<file path="config.mk">
export PLATFORM = sky130hd
export DESIGN_NAME = uart_cmd_decoder
export DESIGN_NICKNAME = d
export VERILOG_FILES = /design/src/rtl/uart_cmd_decoder.sv
export SDC_FILE = /design/constraint.sdc
export NUM_CORES = 1
export LEC_CHECK = 0
export ABC_CLOCK_PERIOD_IN_PS = 2350
export CAP_MARGIN = 25
export CORE_UTILIZATION = 49
export DETAILED_ROUTE_END_ITERATION = 12
export PLACE_DENSITY = 0.88
export SYNTH_ARGS = -nofsm -noshare
export SYNTH_HDL_FRONTEND = slang
export SYNTH_SLANG_ARGS = --single-unit
</file>
<file path="constraint.sdc">
create_clock -name clk -period 2.35 [get_ports clk]
set_input_delay 0.3525 -clock clk [delete_from_list [all_inputs] [get_ports clk]]
set_output_delay 0.3525 -clock clk [all_outputs]
set_load 0.05 [all_outputs]
</file>
<file path="src/rtl/uart_cmd_decoder.sv">
// uart_cmd_decoder: parses single-letter commands terminated by CR from the
// UART receiver, checks them against the pet's sleep state and per-action
// cooldowns, pulses the matching action into the stats block, and queues a
// one-byte acknowledgement (K / N / E) for the UART transmitter.
//
// Optional feature macro: UART_CMD_COOLDOWN_EN
//   defined   -> feed/play/clean each get a 4-bit cooldown counter that locks
//                the action out for COOLDOWN_SECS seconds after acceptance.
//   undefined -> no cooldown hardware; feed/play/clean are refused only while
//                the pet is sleeping and COOLDOWN_SECS has no effect.
module uart_cmd_decoder #(
    parameter int unsigned COOLDOWN_SECS = 3,
    parameter int unsigned TIMEOUT_SECS  = 2
) (
    input  logic       clk,
    input  logic       reset,
    input  logic [7:0] rx_data,
    input  logic       rx_valid,
    input  logic       second,
    input  logic       is_sleeping,
    output logic       act_feed,
    output logic       act_play,
    output logic       act_clean,
    output logic       act_sleep,
    output logic       act_wake,
    output logic [7:0] tx_data,
    output logic       tx_valid,
    input  logic       tx_ready,
    output logic [7:0] err_cnt
);

    localparam logic [7:0] CHAR_CR = 8'h0D;
    localparam logic [7:0] CHAR_LF = 8'h0A;
    localparam logic [7:0] CHAR_F  = 8'h46;
    localparam logic [7:0] CHAR_P  = 8'h50;
    localparam logic [7:0] CHAR_C  = 8'h43;
    localparam logic [7:0] CHAR_S  = 8'h53;
    localparam logic [7:0] CHAR_W  = 8'h57;
    localparam logic [7:0] CHAR_K  = 8'h4B;
    localparam logic [7:0] CHAR_N  = 8'h4E;
    localparam logic [7:0] CHAR_E  = 8'h45;

    localparam logic [3:0] TMO_LIMIT = 4'(TIMEOUT_SECS);

    // Both timing parameters live in 4-bit counters, so refuse anything that
    // would not fit (or would make a zero-length window).
    if (COOLDOWN_SECS < 1 || COOLDOWN_SECS > 15) begin : gBadCooldown
        $error("uart_cmd_decoder: COOLDOWN_SECS must be within 1..15");
    end
    if (TIMEOUT_SECS < 1 || TIMEOUT_SECS > 15) begin : gBadTimeout
        $error("uart_cmd_decoder: TIMEOUT_SECS must be within 1..15");
    end

    typedef enum logic [1:0] {
        IDLE,
        GOT_CMD,
        RESPOND
    } state_t;

    state_t     state_q;
    logic [7:0] cmd_q;
    logic [3:0] tmo_q;
    logic [7:0] txData_q;
    logic       txValid_q;
    logic [7:0] errCnt_q;
    logic [7:0] errCnt_d;
    logic       actFeed_q;
    logic       actPlay_q;
    logic       actClean_q;
    logic       actSleep_q;
    logic       actWake_q;

    logic       isLetter;
    logic       isEol;
    logic       crEval;
    logic       cmdOk;
    logic       feedBusy;
    logic       playBusy;
    logic       cleanBusy;
    logic       acceptFeed;
    logic       acceptPlay;
    logic       acceptClean;

    // Classify the incoming byte and work out the saturating error count.
    always_comb begin
        isLetter = rx_data inside {CHAR_F, CHAR_P, CHAR_C, CHAR_S, CHAR_W};
        isEol    = (rx_data == CHAR_CR) || (rx_data == CHAR_LF);
        crEval   = (state_q == GOT_CMD) && rx_valid && (rx_data == CHAR_CR);
        errCnt_d = (errCnt_q == 8'hFF) ? errCnt_q : errCnt_q + 8'd1;
    end

    // Decide whether the latched command is allowed right now; sleep state is
    // taken live so it reflects the cycle in which the CR is seen.
    always_comb begin
        cmdOk = 1'b0;
        case (cmd_q)
            CHAR_F:  cmdOk = !is_sleeping && !feedBusy;
            CHAR_P:  cmdOk = !is_sleeping && !playBusy;
            CHAR_C:  cmdOk = !is_sleeping && !cleanBusy;
            CHAR_S:  cmdOk = !is_sleeping;
            CHAR_W:  cmdOk = is_sleeping;
            default: cmdOk = 1'b0;
        endcase
        acceptFeed  = crEval && cmdOk && (cmd_q == CHAR_F);
        acceptPlay  = crEval && cmdOk && (cmd_q == CHAR_P);
        acceptClean = crEval && cmdOk && (cmd_q == CHAR_C);
    end

`ifdef UART_CMD_COOLDOWN_EN
    localparam logic [3:0] CD_LOAD = 4'(COOLDOWN_SECS);

    logic [2:0] cdLoad;
    logic [3:0] cdCount_q [3];
    logic [3:0] cdCount_d [3];

    assign cdLoad = {acceptClean, acceptPlay, acceptFeed};

    // Next cooldown values: a fresh acceptance reloads and beats the tick.
    always_comb begin
        for (int i = 0; i < 3; i++) begin
            cdCount_d[i] = cdCount_q[i];
            if (cdLoad[i]) begin
                cdCount_d[i] = CD_LOAD;
            end else if (second && (cdCount_q[i] != 4'd0)) begin
                cdCount_d[i] = cdCount_q[i] - 4'd1;
            end
        end
    end

    // Cooldown counter registers for feed (0), play (1) and clean (2).
    always_ff @(posedge clk) begin
        if (reset) begin
            for (int i = 0; i < 3; i++) cdCount_q[i] <= 4'd0;
        end else begin
            for (int i = 0; i < 3; i++) cdCount_q[i] <= cdCount_d[i];
        end
    end

    assign feedBusy  = (cdCount_q[0] != 4'd0);
    assign playBusy  = (cdCount_q[1] != 4'd0);
    assign cleanBusy = (cdCount_q[2] != 4'd0);
`else
    assign feedBusy  = 1'b0;
    assign playBusy  = 1'b0;
    assign cleanBusy = 1'b0;
`endif

    // Frame FSM with registered action pulses, response byte and error count.
    always_ff @(posedge clk) begin
        if (reset) begin
            state_q    <= IDLE;
            cmd_q      <= 8'h00;
            tmo_q      <= 4'd0;
            txData_q   <= 8'h00;
            txValid_q  <= 1'b0;
            errCnt_q   <= 8'h00;
            actFeed_q  <= 1'b0;
            actPlay_q  <= 1'b0;
            actClean_q <= 1'b0;
            actSleep_q <= 1'b0;
            actWake_q  <= 1'b0;
        end else begin
            actFeed_q  <= 1'b0;
            actPlay_q  <= 1'b0;
            actClean_q <= 1'b0;
            actSleep_q <= 1'b0;
            actWake_q  <= 1'b0;
            case (state_q)
                IDLE: begin
                    if (rx_valid) begin
                        if (isLetter) begin
                            cmd_q   <= rx_data;
                            tmo_q   <= 4'd0;
                            state_q <= GOT_CMD;
                        end else if (!isEol) begin
                            errCnt_q  <= errCnt_d;
                            txData_q  <= CHAR_E;
                            txValid_q <= 1'b1;
                            state_q   <= RESPOND;
                        end
                    end
                end
                GOT_CMD: begin
                    if (rx_valid) begin
                        if (rx_data == CHAR_CR) begin
                            actFeed_q  <= acceptFeed;
                            actPlay_q  <= acceptPlay;
                            actClean_q <= acceptClean;
                            actSleep_q <= cmdOk && (cmd_q == CHAR_S);
                            actWake_q  <= cmdOk && (cmd_q == CHAR_W);
                            txData_q   <= cmdOk ? CHAR_K : CHAR_N;
                        end else begin
                            errCnt_q <= errCnt_d;
                            txData_q <= CHAR_E;
                        end
                        txValid_q <= 1'b1;
                        state_q   <= RESPOND;
                    end else if (second) begin
                        if ((tmo_q + 4'd1) >= TMO_LIMIT) begin
                            errCnt_q  <= errCnt_d;
                            txData_q  <= CHAR_E;
                            txValid_q <= 1'b1;
                            state_q   <= RESPOND;
                        end else begin
                            tmo_q <= tmo_q + 4'd1;
                        end
                    end
                end
                RESPOND: begin
                    if (rx_valid) begin
                        errCnt_q <= errCnt_d;
                    end
                    if (tx_ready) begin
                        txValid_q <= 1'b0;
                        state_q   <= IDLE;
                    end
                end
                default: begin
                    state_q <= IDLE;
                end
            endcase
        end
    end

    assign act_feed  = actFeed_q;
    assign act_play  = actPlay_q;
    assign act_clean = actClean_q;
    assign act_sleep = actSleep_q;
    assign act_wake  = actWake_q;
    assign tx_data   = txData_q;
    assign tx_valid  = txValid_q;
    assign err_cnt   = errCnt_q;

endmodule

</file>
==> results.md <==
* Logic pwr share at 0.213
* Post-CTS setup buffers at 0
* Crit-path cells: clkdlybuf4s50_1 > and2b_1 > o21ai_1 > a2111oi_4 > buf_4 > nor4_2 > and3_4 > mux2_4
* Sw Ratio at 0.311
* Worst Path Required at 2.59 ns
* GR Util met3 at 0.0737
* Drt drc at 0
* Max Fclk at 466 MHz
* Post-synth top area cell: dfxtp_1
* Endpoints failing setup at 0
* Bufs and invs on worst path at 2
* Final Skew at 0.00384 ns
* Met1 Use GR at 0.264
* Pins Over Slew Limit at 0
* Worst Setup End Kind: register
* Final GP Congestion at 0.788
* Commonest cells post-synth: 32 x dfxtp_1, 24 x nor2_1, 8 x inv_1
* Clk Tree Root Cell: clkbuf_4
* Wirelength per Cell at 12.5 um
* Core Footprint at 3030 um^2
* Worst slew pin tran at 0.507 ns
* Min Clock Period, post-route at 2.15 ns
* Die width at 58.3 um
* Avg Cell Area, Syn at 9.07 um^2
* Pwr dens at 574 nW/um^2
* Layout cells sized above 1 at 0.147
* TritonCTS clock tree: done
* Compound-cell area share of the yosys netlist at 0.116
* Post-cts resize count at 0
* WS Path Type: in -> reg
* Clock H-tree levels at 2
* GRT Max-Usage Layer: met2
* Status: finished clean
* CP Launch Type: input pin
* Via-to-Cell Ratio at 5.17
* Final worst path period share at 0.913
* Post-synth EDFFs at 0
* Slew HR at 0.661
* Clock Latency Late Sink at 0.34 ns
* P_sw at between 0.3 and 0.4 mW
* Global Route Usage Sum at 0.221
* Final hold violation count at 0
* Share of async-settable or async-resettable flops after synthesis at 0
* Post-synthesis mux area share at 0.0419
* R2r worst-path depth at 10
* CTS Buf Count at 5
* Internal power at 0.810 mW
* Mapped cell area at 1550 um^2
* CTS Sinks at 32
* First-pass GRT wire length at 5590 um
* Std cell rows at 20
* CP top delay family: simple AND/OR/NAND/NOR gates
* Main combinational cell family by area after synthesis: simple AND/OR/NAND/NOR gates
* Post-Place Cells at between 200 and 300
* Nets at roughly 230
* Worst path slowest cell: clkdlybuf4s50_1
* Fillcell total at 246
* CTS Buffer Depth at 2
* Cts hold-fix bufs at 0
* Synth top area cells: dfxtp_1 41%, nor2_1 5.8%, mux2i_1 3.2%
* Reg2reg setup slack at 0.26 ns
* Vias in the first global route at approximately 1300
* Initial antenna violation count at 0
* VDD IR-drop max at 0.421 mV
* CP peak stage delay at about 0.53 ns
* Pre-antenna DRT Iters at 4
* GRT met2 Usage at 0.373
* Sequential share of the synthesized area at 0.413
* Initial Util at 0.512
* DIE AREA at approximately 3400 um^2
* Hpwl dp at 2510 um
* Yosys top cell area share at 0.413
* Synth Area in Adders at 0.0242
* CP startpoint: rx_data[0]
* XOR/XNOR Fraction of Synth Area at 0.0339
* Count leader, synth: dfxtp_1
* Kind of path behind the tightest hold check: reg -> reg
* Hold Path Stages at 2
* Drt initial violations at 35
* Area Growth Syn to Fin at 32.0%
* Leakage dissipation at 0.786 nW
* Hold path endpoint: tx_data[6]
* Post-route ant nets at 0
* I/O Buffers at 32
* Final core occ at 0.676
* Clock power share at 0.288
* # diodes at 0
* FF-to-FF End: err_cnt[1]
* Setup repair after global routing missed its margin: false
* Flop pwr share at 0.499
* Maxcap violations at 0
* Simple-Gate Fraction of Synth Area at 0.315
* IO Count at 36
* Critical path fanouts, max at 8
* Worst-path clk slew at 0.10 ns
* DRT Wirelength at 3270 um
* Crit path DAT at around 2.4 ns
* R2r startpoint: tmo_q[1]
* Yosys cell types at 50
* Hold Startpoint: tx_data[6]
* Die Height at 58.3 um
* Top_reg_cell synth: dfxtp_1
* Synth Instances at 171
* Final Non-Filler Cells at 262
* Yosys warning count at 0
* Largest net degree at the start of global routing at 14
* #FFs+latches synth at 32
* Vias at 1355
* Remaining global-route overflow at 0
cell usage in the layout, fill, tap and decap left out, types with 5 or more instances in the layout:
cell type	count
a21oi_1	7
xnor2_1	5
buf_4	14
clkbuf_4	5
nor2_1	24
nand2_1	5
nand2b_1	5
clkdlybuf4s50_1	32
nor3_1	6
dfxtp_1	32
mux2i_1	5
inv_1	8
and2_1	7
state kept, by name (all words and copies together), names as in the netlist:
signal and flops:
act_sleep 1, state_q 2, act_play 1, err_cnt 8, act_wake 1, act_feed 1
tmo_q 4, act_clean 1, cmd_q 8, tx_data 4, tx_valid 1
how the worst max path moves through the flow:
stage	slack, ns	end	cells after the start
2_1_floorplan	0.24	err_cnt[5]	8
3_3_place_gp	-0.12	tx_data[0]	8
3_5_place_dp	-0.16	err_cnt[5]	8
4_1_cts	0.21	err_cnt[5]	8
5_1_grt	0.01	act_play	8
6_report	0.20	err_cnt[5]	8
cells by family (layout without fill, tap and decap cells):
kind of cell,Yosys count,in the layout
flops,32,32
mux,6,6
xor+xnor,6,6
other cells,1,3
compound gates,23,23
buf+inv,17,62
fa+ha+maj,3,3
simple gates,83,83
layer usage:
metal / vias to the layer above / part of all wire / wire length [um]
met2: 28 / 0.48 / 1570
li1: 693 / - / -
met3: 7 / 0.041 / 133
met1: 627 / 0.47 / 1520
met4: 0 / 0.014 / 46
met5: - / 0 / 0
metrics by stage:
stage | total power, mW | cell area [um^2] | setup slack, ns | TNS [ns] | hold slack [ns]
6_report | 1.17 | 2050 | 0.205 | 0 | 0.453
4_1_cts | 1.18 | 2050 | 0.208 | 0 | 0.458
2_1_floorplan | 0.753 | 1560 | 0.240 | 0 | 0.431
3_5_place_dp | 0.850 | 1990 | -0.160 | -1.37 | 0.443
3_3_place_gp | 0.846 | 1990 | -0.121 | -0.653 | 0.437
5_1_grt | 1.23 | 2050 | 0.0129 | 0 | 0.481
cell type report:
| type | count | area, um^2 | share of cell area |
|---|---|---|---|
| Inverter | 8 | 30.0 | 0.0147 |
| Clock buffer | 6 | 51.3 | 0.0250 |
| Sequential cell | 32 | 641 | 0.313 |
| Timing Repair Buffer | 46 | 425 | 0.208 |
| Clock inverter | 2 | 10.0 | 0.00489 |
| Multi-Input combinational cell | 124 | 836 | 0.408 |
| Tap cell | 44 | 55.1 | 0.0269 |
power by group through the flow:
stage                     sequential (mW)  clock (mW)  combinational [mW]
after detailed placement            0.599           0               0.251
after CTS                           0.587       0.345               0.252
after global routing                0.590       0.373               0.270
after global placement              0.598           0               0.248
after floorplan                     0.654           0              0.0990
final                               0.586       0.338               0.251
tightest hold or removal path, stage by stage (launching register included):
cell and delay [ns]:
dfxtp_1 0.32, inv_1 0.05, a21oi_1 0.05
(Power assumes the default switching activity.)
